==> src/rtl/scratchpad_req_queue.sv <==
// Request queue in front of the scratchpad: arbitrates matrix load/store and gemm requests
// into one FIFO, and tracks matrix registers with an outstanding load.
module scratchpad_req_queue #(
  parameter int unsigned DEPTH  = 8,
  parameter int unsigned ADDR_W = 32,
  parameter int unsigned MAT_W  = 4
) (
  input  logic                          CLK,
  input  logic                          RST,
  input  logic                          mls_valid,
  input  logic                          mls_is_load,
  input  logic [MAT_W-1:0]              mls_rd,
  input  logic [ADDR_W-1:0]             mls_addr,
  output logic                          mls_ready,
  input  logic                          gemm_valid,
  input  logic                          gemm_new_weight,
  input  logic [15:0]                   gemm_sel,
  output logic                          gemm_ready,
  output logic                          sp_valid,
  output logic [2+MAT_W+ADDR_W-1:0]     sp_data,
  input  logic                          sp_ready,
  input  logic                          ld_done_valid,
  input  logic [MAT_W-1:0]              ld_done_rd,
  input  logic                          flush,
  output logic [(2**MAT_W)-1:0]         mat_busy,
  output logic [$clog2(DEPTH+1)-1:0]    count,
  output logic                          full,
  output logic                          empty
);

  localparam int unsigned ENTRY_W = 2 + MAT_W + ADDR_W;
  localparam int unsigned NUM_MAT = 2 ** MAT_W;
  localparam int unsigned PTR_W   = $clog2(DEPTH);
  localparam int unsigned CNT_W   = $clog2(DEPTH + 1);

  localparam logic [1:0] OpLoad  = 2'b01;
  localparam logic [1:0] OpStore = 2'b10;
  localparam logic [1:0] OpGemm  = 2'b11;

  typedef enum logic {GntMls = 1'b0, GntGemm = 1'b1} grant_e;

  logic [ENTRY_W-1:0] mem_q [DEPTH];
  logic [PTR_W-1:0]   wr_ptr_q, wr_ptr_d;
  logic [PTR_W-1:0]   rd_ptr_q, rd_ptr_d;
  logic [CNT_W-1:0]   count_q, count_d;
  logic [NUM_MAT-1:0] mat_busy_q, mat_busy_d;
  grant_e             last_grant_q, last_grant_d;
  logic [ENTRY_W-1:0] hold_q, hold_d;

  logic               mls_elig, grant_mls, grant_gemm, can_push;
  logic               push, pop;
  logic [ENTRY_W-1:0] mls_entry, gemm_entry, push_data;

  assign full     = (count_q == CNT_W'(DEPTH));
  assign empty    = (count_q == '0);
  assign sp_valid = !empty;
  assign count    = count_q;
  assign mat_busy = mat_busy_q;

  // Empty queue keeps presenting the last head instead of a stale slot.
  assign sp_data  = empty ? hold_q : mem_q[rd_ptr_q];
  assign hold_d   = sp_data;

  assign mls_entry  = {(mls_is_load ? OpLoad : OpStore), mls_rd, mls_addr};
  assign gemm_entry = {OpGemm, gemm_new_weight, {(MAT_W-1){1'b0}}, ADDR_W'(gemm_sel)};

  // Eligibility and readiness use registered state only; no same-cycle pop bypass.
  always_comb begin
    mls_elig   = mls_valid && !mat_busy_q[mls_rd];
    grant_mls  = mls_elig && (!gemm_valid || (last_grant_q == GntGemm));
    grant_gemm = gemm_valid && !grant_mls;
    can_push   = !full && !flush && !RST;
    mls_ready  = grant_mls && can_push;
    gemm_ready = grant_gemm && can_push;
    push       = mls_ready || gemm_ready;
    pop        = !empty && sp_ready && !flush;
    push_data  = mls_ready ? mls_entry : gemm_entry;
  end

  always_comb begin
    wr_ptr_d     = wr_ptr_q;
    rd_ptr_d     = rd_ptr_q;
    count_d      = count_q;
    last_grant_d = last_grant_q;
    if (flush) begin
      wr_ptr_d = '0;
      rd_ptr_d = '0;
      count_d  = '0;
    end else begin
      if (push) wr_ptr_d = wr_ptr_q + PTR_W'(1);
      if (pop)  rd_ptr_d = rd_ptr_q + PTR_W'(1);
      unique case ({push, pop})
        2'b10:   count_d = count_q + CNT_W'(1);
        2'b01:   count_d = count_q - CNT_W'(1);
        default: count_d = count_q;
      endcase
    end
    if (mls_ready) begin
      last_grant_d = GntMls;
    end else if (gemm_ready) begin
      last_grant_d = GntGemm;
    end
  end

  // Flush releases registers whose load never left the queue; popped loads stay busy.
  always_comb begin
    logic [PTR_W-1:0] idx;
    logic [PTR_W-1:0] offs;
    idx        = '0;
    offs       = '0;
    mat_busy_d = mat_busy_q;
    if (flush) begin
      for (int i = 0; i < int'(DEPTH); i++) begin
        idx  = PTR_W'(i);
        offs = idx - rd_ptr_q;
        if ((CNT_W'(offs) < count_q) && (mem_q[idx][ENTRY_W-1 -: 2] == OpLoad)) begin
          mat_busy_d[mem_q[idx][ADDR_W +: MAT_W]] = 1'b0;
        end
      end
    end
    if (ld_done_valid) mat_busy_d[ld_done_rd] = 1'b0;
    if (mls_ready && mls_is_load) mat_busy_d[mls_rd] = 1'b1;
  end

  always_ff @(posedge CLK or posedge RST) begin
    if (RST) begin
      wr_ptr_q     <= '0;
      rd_ptr_q     <= '0;
      count_q      <= '0;
      mat_busy_q   <= '0;
      last_grant_q <= GntGemm;
      hold_q       <= '0;
    end else begin
      wr_ptr_q     <= wr_ptr_d;
      rd_ptr_q     <= rd_ptr_d;
      count_q      <= count_d;
      mat_busy_q   <= mat_busy_d;
      last_grant_q <= last_grant_d;
      hold_q       <= hold_d;
    end
  end

  always_ff @(posedge CLK) begin
    if (push) mem_q[wr_ptr_q] <= push_data;
  end

endmodule
==> config.mk <==
export PLATFORM = sky130hd
export DESIGN_NAME = scratchpad_req_queue
export DESIGN_NICKNAME = d
export VERILOG_FILES = /design/src/rtl/scratchpad_req_queue.sv
export SDC_FILE = /design/constraint.sdc
export NUM_CORES = 1
export LEC_CHECK = 0
export BUFFER_PORTS_ARGS = -buffer_cell sky130_fd_sc_hd__buf_2
export CAP_MARGIN = 10
export CORE_MARGIN = 3
export CORE_UTILIZATION = 45
export CTS_BUF_LIST = sky130_fd_sc_hd__clkbuf_2
export DETAILED_ROUTE_END_ITERATION = 10
export PLACE_DENSITY = 0.64
export RECOVER_POWER = 50
export SYNTH_ARGS = -nofsm -noshare
export SYNTH_HDL_FRONTEND = slang
export SYNTH_SLANG_ARGS = --single-unit
==> constraint.sdc <==
create_clock -name CLK -period 15.5 [get_ports CLK]
set_input_delay 2.325 -clock CLK [delete_from_list [all_inputs] [get_ports CLK]]
set_output_delay 2.325 -clock CLK [all_outputs]
set_load 0.05 [all_outputs]
# [Yosys cells after proc, flatten, opt, wreduce, memory -nomap -nowiden]
# Memory sizes are Yosys's and may differ from the RTL's.
# Index checks and enable logic that the tools add are counted.
# W data, S select, Z words.
[totals] regBits=65 in_bits=65 mem_bits_rw=304 elab_cells=172 output_inout_bits=63 memories=1
[mem_list] name="mem_q" words=8 word_bits=38 rd=9 rd_ports_with_merged_regs=0 wr=1 line="42" text="logic [ENTRY_W-1:0] mem_q [DEPTH];"
[classes] eq_ne=11 add_sub_neg=12 magnitude_cmp=28 n_bitwise=19 muxes=53 reduce_logical=42
[ops] op="$mux W16" n=18
[ops] op="$and A16 B16 Y16" n=9
[ops] op="$not A16 Y16" n=9
[ops] op="$mux W38" n=2
[ops] op="$lt A4 B5 Y1 const B" n=10
[ops] op="$demux W1 S4" n=10
[ops] op="$ge A4 B1 Y1 const B" n=10
[ops] op="$lt A3 B4 Y1" n=8
[ops] op="$logic_and A1 B1 Y1" n=28
[ops] op="$eq A2 B1 Y1 const B" n=9
[ops] op="$or A16 B16 Y16" n=1
[ops] op="$mux W1" n=15
[ops] op="$mux W3" n=4
[ops] op="$sub A3 B3 Y3 const A" n=4
[ops] op="$pmux W4 S2" n=1
[ops] op="$logic_not A1 Y1" n=7
[ops] op="$add A3 B1 Y3 const B" n=2
[ops] op="$reduce_bool A2 Y1" n=3
[ops] op="$sub A1 B3 Y3 const A" n=2
[ops] op="$sub A2 B3 Y3 const A" n=2
[ops] op="$add A4 B1 Y4 const B" n=1
[ops] op="$bmux W1 S4" n=1
[ops] op="$eq A4 B4 Y1 const B" n=1
[ops] op="$logic_not A4 Y1" n=1
[ops] op="6 further kinds" n=7

# [Depth between registers and ports, before layout]
# Gate-level depths: netlist of the first run.
# An unclocked memory read counts as a cell.
[logic_depth] word_depth=34 depth_mapped=14 mapped_depth_nobuf=13

# [Least setup slack after synthesis of the first run]
# OpenSTA, ideal clock, no wires.
[synth_timing] kind="input-to-reg" from="input mls_rd[0]" to="memory mem_q[0][0] (netlist name) (enable)" path_stages=6 path_slack_ns=8.568 required_time_ns=15.020 setup_ns=0.480 arrival_ns=6.451 path_buffers=0 path_cell_list="mux4_2 > and2_4 > or4_4 > o21ai_4 > nand2b_1 > nor3_1"
[synth_between] elab_chain_len=11 elab_cells_between_ends=12 cone_classes="mux (4); reduce/logical (8)"
[synth_rtl] item="start: declaration" line="12" text="input logic [MAT_W-1:0] mls_rd,"
[synth_rtl] item="$bmux W1 S4 (*)" line="69" text="mls_elig = mls_valid && !mat_busy_q[mls_rd];"
[synth_rtl] item="$mux W1 (implied by the code) (*)" line="69"
[synth_rtl] item="$logic_not A1 Y1 (*)" line="69"
[synth_rtl] item="$logic_and A1 B1 Y1 (*)" line="69"
[synth_rtl] item="$logic_and A1 B1 Y1 (*)" line="70" text="grant_mls = mls_elig && (!gemm_valid || (last_grant_q == GntGemm));"
[synth_rtl] item="$logic_not A1 Y1" line="71" text="grant_gemm = gemm_valid && !grant_mls;"
[synth_rtl] item="$logic_and A1 B1 Y1" line="71"
[synth_rtl] item="$logic_and A1 B1 Y1" line="74" text="gemm_ready = grant_gemm && can_push;"
[synth_rtl] item="$logic_or A1 B1 Y1 (*)" line="75" text="push = mls_ready || gemm_ready;"
[synth_rtl] item="$mux W1 (*)" line="144" text="if (push) mem_q[wr_ptr_q] <= push_data;"
[synth_rtl] item="$mux W1 (implied by the code) (*)" line="144"
[synth_rtl] item="end: declaration" line="42"
# Every way passes the cells marked *; elsewhere a longest branch is shown, timed or not. The select of a mux whose other input is x is not followed.

# [Worst setup path in the final report of the first run]
[layout_timing] from="input flush" to="output mls_ready"
[layout_between] elab_chain_len=4
[layout_rtl] item="start: declaration" line="24" text="input logic flush,"
[layout_rtl] item="$logic_not A1 Y1" line="72" text="can_push = !full && !flush && !RST;"
[layout_rtl] item="$logic_and A1 B1 Y1 (2 in a row)" line="72"
[layout_rtl] item="$logic_and A1 B1 Y1" line="73" text="mls_ready = grant_mls && can_push;"
[layout_rtl] item="end: declaration" line="14" text="output logic mls_ready,"
# Every way passes these cells.

==> reports/qor.csv, run 1 <==
stage,metric,value,unit
run_status,status,"complete, but fails checks",
worst_setup_path,Critical Path Source Type,primary input,
detailed_routing,DR pass1 iterations,5,
timing,"Slew Viols, Final",417,
synth,Syn Inst Count,1129,
synth,Yosys warnings,0,
place,GPL Wtd Cong,0.927,
grt,first-pass GRT wire length,66600,um
job,MaxCap Viol Count,9,
timing,skew final,0.108,ns
detailed_routing,post-route ant nets,0,
timing,Final min period,9.81,ns
detailed_routing,DR WL/cell,24.2,um
clock_network,"Clk pin slew, worst setup/hold paths",0.11,ns
die,initial core utilization,0.462,
timing,Fmax,0.102,GHz
timing,worst slew pin tran,4.31,ns
layout,"Design Area, Final",18600,sq um
worst_setup_path,crit-path max FO,35,
worst_setup_path,worst path arrival time,7.49,ns
synth,"Top FF cell, synth",edfxtp_1,
place,pre-CTS setup slack,7.61,ns
synth,Synth cell types,76,
run_status,failing checks,"max-capacitance violations, max-slew violations",
worst_setup_path,CP max stage cell,clkbuf_1,
clock_network,post-CTS setup buffer count,0,
clock_network,CTS tree,built,
worst_setup_path,Buf/Inv on CP,6,
die,Die Y,198,um
detailed_routing,Iter 0 DRT Violations,866,
synth,number of synthesized flops with an enable pin,304,
clock_network,Sink Count,369,
detailed_routing,DRC viols,0,
layout,Area growth syn-to-layout,11.7,%
grt,vias in the first global route,10800,
synth,sequential element share of the synthesized area,0.646,
place,Post-DP HPWL,28300,um
clock_network,root buf cell,clkbuf_2,
worst_setup_path,most used cell along the critical path,clkbuf_1,
synth,Yosys reg bits,369,
worst_setup_path,Crit path max-delay family,buffers and inverters,
pwr,leakage,6.86,nW
grt,initial antenna violation count,2,
worst_setup_path,crit-path cells,"clkbuf_1, or3_1, nor4_4, clkbuf_1, nand2_1, clkbuf_1, inv_1, clkbuf_1, buf_2",
die,die area,39300,sq um
layout,fraction of layout cells with a size suffix above 1,0.261,
die,row count,69,
clock_network,# hold bufs at CTS,0,
synth,Syn Area/Cell,14.7,sq um
timing,WHS,0.471,ns
pwr,Peak VDD IR,128,uV
timing,setup TNS,0,ns
timing,Setup-failing EPs final,0,
worst_setup_path,WP data required,13.18,ns
worst_setup_path,worst setup path class,in2out,
pwr,cell area power density,150,nW/um^2
timing,final hold vios,0,
timing,relative slew slack,-1.87,
detailed_routing,Vias,10700,
detailed_routing,final WL,44700,um
layout,Final nets,1394,
die,Core Region,36000,sq um
grt,grt ovf,0,
timing,"Worst Setup Slack, final",5.69,ns
worst_setup_path,CP peak stage delay,1.02,ns
timing,Tcrit/Tclk final,0.633,
clock_network,H-Tree Depth,3,
clock_network,Worst-Skew Late Latency,0.99,ns
place,I/O Buffers,127,
grt,Tot GR Track Use,0.229,
hold_path,worst hold path class,reg2reg,
synth,"Net Count, Synth",1212,
die,I/O pins,128,
grt,largest net degree at the start of global routing,78,
clock_network,Clock Tree Buf Depth,3,
worst_setup_path,CP Capture Type,primary output,
timing,RSZ-0062 raised after global routing,no,
clock_network,post-cts gate resize count,0,
clock_network,Num CTS Buffers,91,
detailed_routing,Via density,5.81,
layout,most frequent cells in the layout,"edfxtp_1, clkbuf_2, nand2_1",
die,Chip Width,198,um
synth,"Async S/R FF share, synth",0.176,
layout,"commonest non-fill, non-tap cell in the layout",edfxtp_1,
synth,Post-Synthesis Cell Area,16600,sq um
place,Placed Area,17800,sq um
pwr,Power Total,2.79,mW
[per-layer routing]
layer / up-vias / global-route usage / routed length (um)
met3: 66 / 0.0408 / 2710
met1: 5399 / 0.320 / 19300
li1: 4889 / - / -
met5: - / 0 / 0
met2: 391 / 0.368 / 21600
met4: 0 / 0.0763 / 1110
[report_power, final]
part           leakage [nW]  internal [mW]  switching, mW  total (mW)
clock network         0.648          0.256          0.394       0.650
registers              3.55           1.15         0.0369        1.19
logic                  2.66          0.227          0.728       0.955
total                  6.86           1.63           1.16        2.79
[cells by family (layout without fill, tap and decap cells)]
logic type,Yosys count,after routing,synth area share
AO/OA/AOI/OAI,198,198,0.0821
XOR/XNOR,7,7,0.00368
adder cells (fa/ha/maj),18,18,0.0140
buffers and inverters,81,339,0.0185
flip-flops,369,369,0.646
multiplexers,126,126,0.135
other,0,1,0
AND/OR/NAND/NOR,330,330,0.101
[metrics by stage]
| stage | utilization | cells |
|---|---|---|
| 5_1_grt | 0.516 | 1849 |
| 3_5_place_dp | 0.496 | 1679 |
| 2_1_floorplan | - | 1129 |
| 4_1_cts | 0.519 | 1848 |
| 3_3_place_gp | 0.496 | 1679 |
| 6_report | 0.516 | 1849 |
[worst paths after layout]
path | startpoint | to | slack, ns | depth (start not counted)
worst max-delay path | flush | mls_ready | 5.69 | 9
worst min-delay path | last_grant_q$_DFFE_PP1P_ | last_grant_q$_DFFE_PP1P_ | 0.47 | 2
worst max register to register | count[0]$_DFFE_PP0P_ | mem_q[4][0]$_DFFE_PP_ | 9.98 | 7
worst min register to register | last_grant_q$_DFFE_PP1P_ | last_grant_q$_DFFE_PP1P_ | 0.47 | 2
max in group asynchronous | RST | rd_ptr_q[2]$_DFFE_PP0P_ | 9.43 | 3
min in group asynchronous | RST | mat_busy[2]$_DFF_PP0_ | 3.06 | 3
[state kept, by name, summed over array words and instances (netlist names)]
register	count
mat_busy	16
mem_q	304
wr_ptr_q	3
rd_ptr_q	3
count	4
hold_q	38
last_grant_q	1
[cells in the mapped netlist (7+ instances only)]
| master | number | area share |
|---|---|---|
| nor3_1 | 16 | 0.0048 |
| o2111ai_1 | 8 | 0.0042 |
| a31oi_1 | 8 | 0.0030 |
| or2_2 | 8 | 0.0030 |
| and3_1 | 19 | 0.0071 |
| nor2b_1 | 22 | 0.0083 |
| a21oi_1 | 14 | 0.0042 |
| clkbuf_1 | 46 | 0.010 |
| o211ai_1 | 12 | 0.0054 |
| nand3_1 | 13 | 0.0039 |
| ha_1 | 17 | 0.013 |
| edfxtp_1 | 304 | 0.55 |
| mux4_2 | 78 | 0.11 |
| nand2b_1 | 24 | 0.0090 |
| o22ai_1 | 12 | 0.0045 |
| mux2i_1 | 43 | 0.026 |
| dfrtp_1 | 64 | 0.096 |
| inv_1 | 25 | 0.0056 |
| nor2_1 | 56 | 0.013 |
| nand2_1 | 118 | 0.027 |
| a21o_1 | 7 | 0.0032 |
| o221ai_1 | 8 | 0.0042 |
| o21ai_0 | 67 | 0.020 |
[area by class of cell]
cell class              count  area [sq um]
clock inverters            33           174
well taps                 461           577
diodes                      1          2.50
inverters                  26           100
multi-input cells         679          5610
fillers                  3138         17400
repair buffers            144           687
flip-flops and latches    369         10800
clock buffers             136           681
[worst reg2reg max path, cell delays in order, from the launching register on]
cell and delay (ns):
dfrtp_1 0.56, nor4b_1 0.14, or3_1 0.42, or4_1 0.59, o21ai_0 0.59, nand2b_1 0.37, nor2_4 0.18, clkbuf_1 2.16
No activity file was read; power rests on OpenSTA's default activity.
==> run 2, diff against run 1 <==
==> constraint.sdc (replaced) <==
create_clock -name CLK -period 9.1 [get_ports CLK]
set_input_delay 1.365 -clock CLK [delete_from_list [all_inputs] [get_ports CLK]]
set_output_delay 1.365 -clock CLK [all_outputs]
set_load 0.05 [all_outputs]
==> reports/qor.csv, run 2 (synthesis results as in run 1) <==
stage,metric,value,unit,change
run_status,status,"complete, but fails checks",,unchanged
run_status,failing checks,"max-capacitance violations, max-slew violations",,unchanged
clock_network,Sink Count,369,,unchanged
detailed_routing,Via density,5.88,,was 5.81
pwr,Peak VDD IR,245,uV,was 128 uV
layout,Final nets,1394,,unchanged
worst_setup_path,Worst setup startpoint,mls_rd[0],,was flush
timing,Final min period,7.26,ns,
worst_setup_path,crit path to,mls_ready,,unchanged
clock_network,post-CTS setup buffer count,0,,unchanged
layout,most frequent cells in the layout,"edfxtp_1, clkbuf_2, nand2_1",,unchanged
detailed_routing,Vias,10900,,was 10700
detailed_routing,DRC viols,0,,unchanged
timing,"Worst Setup Slack, final",1.84,ns,was 5.69 ns
clock_network,post-cts gate resize count,0,,unchanged
worst_setup_path,worst setup path class,in2out,,unchanged
clock_network,H-Tree Depth,3,,unchanged
die,I/O pins,128,,unchanged
layout,"commonest non-fill, non-tap cell in the layout",edfxtp_1,,unchanged
worst_setup_path,CP Depth,10,,was 9
clock_network,"Clk pin slew, worst setup/hold paths",0.12,ns,was 0.11 ns
place,pre-CTS setup slack,3.18,ns,was 7.61 ns
timing,final hold vios,0,,unchanged
detailed_routing,DR WL/cell,23.9,um,was 24.2 um
timing,worst slew pin tran,3.15,ns,was 4.31 ns
die,Die Y,198,um,unchanged
job,MaxCap Viol Count,10,,was 9
layout,fraction of layout cells with a size suffix above 1,0.260,,was 0.261
place,Post-DP HPWL,28600,um,was 28300 um
worst_setup_path,Critical Path Source Type,primary input,,unchanged
layout,Area growth syn-to-layout,11.9,%,was 11.7%
worst_setup_path,WP data required,7.74,ns,was 13.18 ns
worst_setup_path,Buf/Inv on CP,6,,unchanged
detailed_routing,DR pass1 iterations,5,,unchanged
timing,"Slew Viols, Final",424,,was 417
worst_setup_path,reg2reg path depth,12,,was 7
worst_setup_path,reg2reg setup slack,3.19,ns,was 9.98 ns
worst_setup_path,Crit path max-delay family,buffers and inverters,,unchanged
timing,skew final,0.0617,ns,was 0.108 ns
place,GPL Wtd Cong,0.932,,was 0.927
hold_path,worst hold path class,reg2reg,,unchanged
clock_network,Clock Tree Buf Depth,3,,unchanged
clock_network,root buf cell,clkbuf_2,,unchanged
die,Core Region,36000,sq um,unchanged
grt,Tot GR Track Use,0.229,,about the same
worst_setup_path,worst reg2reg path startpoint,rd_ptr_q[0]$_DFFE_PP0P_,,was count[0]$_DFFE_PP0P_
layout,"Most flops, register",mem_q,,unchanged
detailed_routing,final WL,44200,um,was 44700 um
worst_setup_path,worst path arrival time,5.89,ns,was 7.49 ns
detailed_routing,post-route ant nets,0,,unchanged
worst_setup_path,most used cell along the critical path,clkbuf_1,,unchanged
pwr,leakage,6.86,nW,about the same
layout,max FFs per register,304,,unchanged
worst_setup_path,CP Capture Type,primary output,,unchanged
worst_setup_path,CP max stage cell,clkbuf_1,,unchanged
timing,Setup-failing EPs final,0,,unchanged
timing,Fmax,0.138,GHz,
timing,relative slew slack,-1.10,,was -1.87
die,die area,39300,sq um,unchanged
pwr,cell area power density,256,nW/um^2,was 150 nW/um^2
clock_network,Num CTS Buffers,91,,unchanged
clock_network,CTS tree,built,,unchanged
detailed_routing,Iter 0 DRT Violations,806,,was 866
grt,initial antenna violation count,1,,was 2
timing,Tcrit/Tclk final,0.797,,
clock_network,Worst-Skew Late Latency,0.94,ns,was 0.99 ns
worst_setup_path,crit-path cells,"clkbuf_1, mux4_2, and2_0, nor4_4, clkbuf_1, nand2_1, clkbuf_1, inv_1, buf_4, buf_2",,"was clkbuf_1, or3_1, nor4_4, clkbuf_1, nand2_1, clkbuf_1, inv_1, clkbuf_1, buf_2"
grt,vias in the first global route,11000,,was 10800
place,I/O Buffers,127,,unchanged
grt,grt ovf,0,,unchanged
worst_setup_path,R2R Path End,mat_busy[13]$_DFF_PP0_,,was mem_q[4][0]$_DFFE_PP_
die,initial core utilization,0.462,,unchanged
die,Chip Width,198,um,unchanged
timing,setup TNS,0,ns,unchanged
worst_setup_path,CP peak stage delay,0.87,ns,was 1.02 ns
worst_setup_path,crit-path max FO,22,,was 35
timing,RSZ-0062 raised after global routing,no,,unchanged
clock_network,# hold bufs at CTS,0,,unchanged
layout,Fill cells,3114,,was 3138
die,row count,69,,unchanged
grt,first-pass GRT wire length,67300,um,was 66600 um
grt,largest net degree at the start of global routing,78,,unchanged
## run 2: final cells by class
cell class | count | area, sq um | area share
well taps | 461 | 577 | 0.0310
clock buffers | 130 | 651 | 0.0350
inverters | 26 | 98.8 | 0.00531
diodes | 2 | 5.00 | 0.000269
multi-input cells | 679 | 5610 | 0.301
clock inverters | 38 | 223 | 0.0120
repair buffers | 144 | 691 | 0.0371
flip-flops and latches | 369 | 10800 | 0.578
## run 2: stage by stage
step | hold WS, ns | util | area, sq um | instances | power [mW]
6_report | 0.469 | 0.517 | 18600 | 1849 | 4.76
4_1_cts | 0.295 | 0.520 | 18700 | 1847 | 4.82
3_3_place_gp | 0.451 | 0.496 | 17800 | 1679 | 3.68
3_5_place_dp | 0.452 | 0.496 | 17800 | 1679 | 3.69
5_1_grt | 0.501 | 0.517 | 18600 | 1848 | 5.03
2_1_floorplan | 0.439 | - | 16600 | 1129 | 3.28
## run 2: layer usage
layer	track usage	part of all wire	vias to the layer above
met5	0	0	-
met3	0.0461	0.060	63
li1	-	-	4888
met2	0.360	0.48	411
met1	0.328	0.45	5505
met4	0.0674	0.018	0
## run 2: how the worst min path moves through the flow
stage	from	end	slack [ns]	cells past startpoint
global route	last_grant_q$_DFFE_PP1P_	last_grant_q$_DFFE_PP1P_	0.50	2
detailed placement	last_grant_q$_DFFE_PP1P_	last_grant_q$_DFFE_PP1P_	0.45	2
floorplan	last_grant_q$_DFFE_PP1P_	last_grant_q$_DFFE_PP1P_	0.44	2
CTS	RST	hold_q[30]$_DFF_PP0_	0.29	2
global placement	last_grant_q$_DFFE_PP1P_	last_grant_q$_DFFE_PP1P_	0.45	2
finish	last_grant_q$_DFFE_PP1P_	last_grant_q$_DFFE_PP1P_	0.47	2
## run 2: worst register-to-register path, stage by stage, from the launching register on
cell	delay (ns)
dfrtp_1	0.50
inv_2	0.34
clkbuf_1	1.98
ha_1	0.48
xor2_1	0.22
inv_1	0.07
ha_1	0.27
o21bai_1	0.05
and3b_1	0.21
o21ai_0	0.68
nor2_1	0.10
a2111oi_0	0.71
a21o_1	0.22
## run 2: power breakdown
part	internal (mW)	switching [mW]	total [mW]
registers	1.96	0.0634	2.02
clock network	0.452	0.665	1.12
logic	0.390	1.23	1.62
==> run 3, diff against run 2 <==
--- a/config.mk
+++ b/config.mk
@@ -11,7 +11,7 @@
 export CORE_UTILIZATION = 45
 export CTS_BUF_LIST = sky130_fd_sc_hd__clkbuf_2
 export DETAILED_ROUTE_END_ITERATION = 10
-export PLACE_DENSITY = 0.64
+export PLACE_DENSITY = 0.66
 export RECOVER_POWER = 50
 export SYNTH_ARGS = -nofsm -noshare
 export SYNTH_HDL_FRONTEND = slang
==> constraint.sdc (replaced) <==
create_clock -name CLK -period 6.53 [get_ports CLK]
set_input_delay 0.9795 -clock CLK [delete_from_list [all_inputs] [get_ports CLK]]
set_output_delay 0.9795 -clock CLK [all_outputs]
set_load 0.05 [all_outputs]
==> reports/qor.csv, run 3 (synthesis results as in run 1) <==
stage,metric,value,unit,change
die,I/O pins,128,,unchanged
layout,"commonest non-fill, non-tap cell in the layout",edfxtp_1,,unchanged
place,placed cells,1681,,was 1679
grt,initial antenna violation count,2,,was 1
grt,grt ovf,0,,unchanged
hold_path,worst hold path class,in2reg,,was reg2reg
timing,skew final,0.0879,ns,was 0.0617 ns
timing,RSZ-0062 raised after global routing,no,,unchanged
grt,largest net degree at the start of global routing,66,,was 78
clock_network,Num CTS Buffers,91,,unchanged
clock_network,Worst-Skew Late Latency,1.00,ns,was 0.94 ns
layout,Final Non-Filler Cells,1853,,was 1849
grt,vias in the first global route,11000,,about the same
run_status,failing checks,"max-capacitance violations, max-slew violations",,unchanged
die,Die Y,198,um,unchanged
worst_setup_path,Critical Path Source Type,flip-flop,,was primary input
layout,final core utilization,0.519,,was 0.517
detailed_routing,Vias,10800,,was 10900
die,die area,39300,sq um,unchanged
grt,Tot GR Track Use,0.224,,was 0.229
die,row count,69,,unchanged
clock_network,Sink Count,369,,unchanged
worst_setup_path,CP Capture Type,primary output,,unchanged
timing,"Slew Viols, Final",109,,was 424
clock_network,Clock Tree Buf Depth,3,,unchanged
layout,max FFs per register,304,,unchanged
die,Chip Width,198,um,unchanged
timing,Fmax,0.177,GHz,
job,MaxCap Viol Count,2,,was 10
timing,Final min period,5.64,ns,
timing,final hold vios,0,,unchanged
layout,"Most flops, register",mem_q,,unchanged
worst_setup_path,crit-path max FO,42,,was 22
worst_setup_path,worst setup path class,reg2out,,was in2out
pwr,Power Total,6.61,mW,was 4.76 mW
clock_network,"Clk pin slew, worst setup/hold paths",0.08,ns,was 0.12 ns
clock_network,CTS tree,built,,unchanged
layout,fraction of layout cells with a size suffix above 1,0.279,,was 0.260
timing,worst slew pin tran,4.04,ns,was 3.15 ns
layout,most frequent cells in the layout,"edfxtp_1, clkbuf_2, nand2_1",,unchanged
detailed_routing,DR WL/cell,23.2,um,was 23.9 um
worst_setup_path,worst path arrival time,4.66,ns,was 5.89 ns
timing,setup TNS,0,ns,unchanged
timing,Tcrit/Tclk final,0.864,,
place,I/O Buffers,127,,unchanged
die,initial core utilization,0.462,,unchanged
pwr,cell area power density,354,nW/um^2,was 256 nW/um^2
timing,relative slew slack,-1.69,,was -1.10
clock_network,# hold bufs at CTS,0,,unchanged
place,GPL Wtd Cong,0.969,,was 0.932
detailed_routing,DR pass1 iterations,5,,unchanged
detailed_routing,Iter 0 DRT Violations,693,,was 806
detailed_routing,DRC viols,0,,unchanged
worst_setup_path,WP data required,5.55,ns,was 7.74 ns
timing,Setup-failing EPs final,0,,unchanged
grt,first-pass GRT wire length,65800,um,was 67300 um
layout,Area growth syn-to-layout,12.2,%,was 11.9%
die,Core Region,36000,sq um,unchanged
clock_network,H-Tree Depth,3,,unchanged
run_status,status,"complete, but fails checks",,unchanged
place,Post-DP HPWL,28600,um,about the same
pwr,Peak VDD IR,347,uV,was 245 uV
layout,Final nets,1396,,was 1394
clock_network,post-CTS setup buffer count,0,,unchanged
detailed_routing,Via density,5.82,,was 5.88
pwr,leakage,6.95,nW,was 6.86 nW
detailed_routing,final WL,43000,um,was 44200 um
clock_network,post-cts gate resize count,0,,unchanged
detailed_routing,post-route ant nets,0,,unchanged
clock_network,root buf cell,clkbuf_2,,unchanged
-- run 3: final cells by class --
type	instances	area (sq um)
Fill cell	3095	17300
Sequential cell	369	10800
Multi-Input combinational cell	679	5630
Timing Repair Buffer	146	741
Clock buffer	145	726
Tap cell	461	577
Clock inverter	24	135
Inverter	26	98.8
Antenna cell	3	7.51
-- run 3: path summary, 6_finish.rpt --
check / startpoint / end / slack [ns] / depth (start not counted)
max: rd_ptr_q[2]$_DFFE_PP0P_ / sp_data[36] / 0.89 / 5
min: sp_ready / count[3]$_DFFE_PP0P_ / 0.37 / 3
max reg2reg: mat_busy[7]$_DFF_PP0_ / mem_q[3][37]$_DFFE_PP_ / 2.00 / 8
min reg2reg: last_grant_q$_DFFE_PP1P_ / last_grant_q$_DFFE_PP1P_ / 0.47 / 2
max in group asynchronous: RST / rd_ptr_q[1]$_DFFE_PP0P_ / 2.09 / 3
min in group asynchronous: RST / mat_busy[7]$_DFF_PP0_ / 1.58 / 3
-- run 3: per-layer routing --
| layer | wire [um] | share of wire | global-route usage | up-vias |
|---|---|---|---|---|
| met5 | 0 | 0 | 0 | - |
| met4 | 1050 | 0.024 | 0.0836 | 0 |
| met3 | 2580 | 0.060 | 0.0429 | 84 |
| met2 | 20400 | 0.47 | 0.354 | 367 |
| met1 | 19000 | 0.44 | 0.312 | 5438 |
| li1 | - | - | - | 4888 |
-- run 3: stage by stage --
stage | hold slack (ns) | setup WS [ns] | instance area [sq um]
final | 0.369 | 0.891 | 18700
after global routing | 0.281 | 0.487 | 18700
after CTS | 0.222 | 1.23 | 18700
after detailed placement | 0.459 | 1.92 | 17900
after global placement | 0.454 | 2.00 | 17900
after floorplan | 0.439 | 0.944 | 16600
-- run 3: power breakdown --
| part | switching (mW) | internal, mW | total [mW] |
|---|---|---|---|
| logic | 1.72 | 0.534 | 2.25 |
| registers | 0.0871 | 2.73 | 2.81 |
| clock network | 0.921 | 0.630 | 1.55 |
| total | 2.72 | 3.89 | 6.61 |
-- run 3: worst max-delay path: stages (launching register included) --
cell and delay (ns):
dfrtp_1 1.67, buf_4 0.71, mux4_2 0.31, mux2i_1 0.09
o21ai_0 0.51, buf_2 0.38
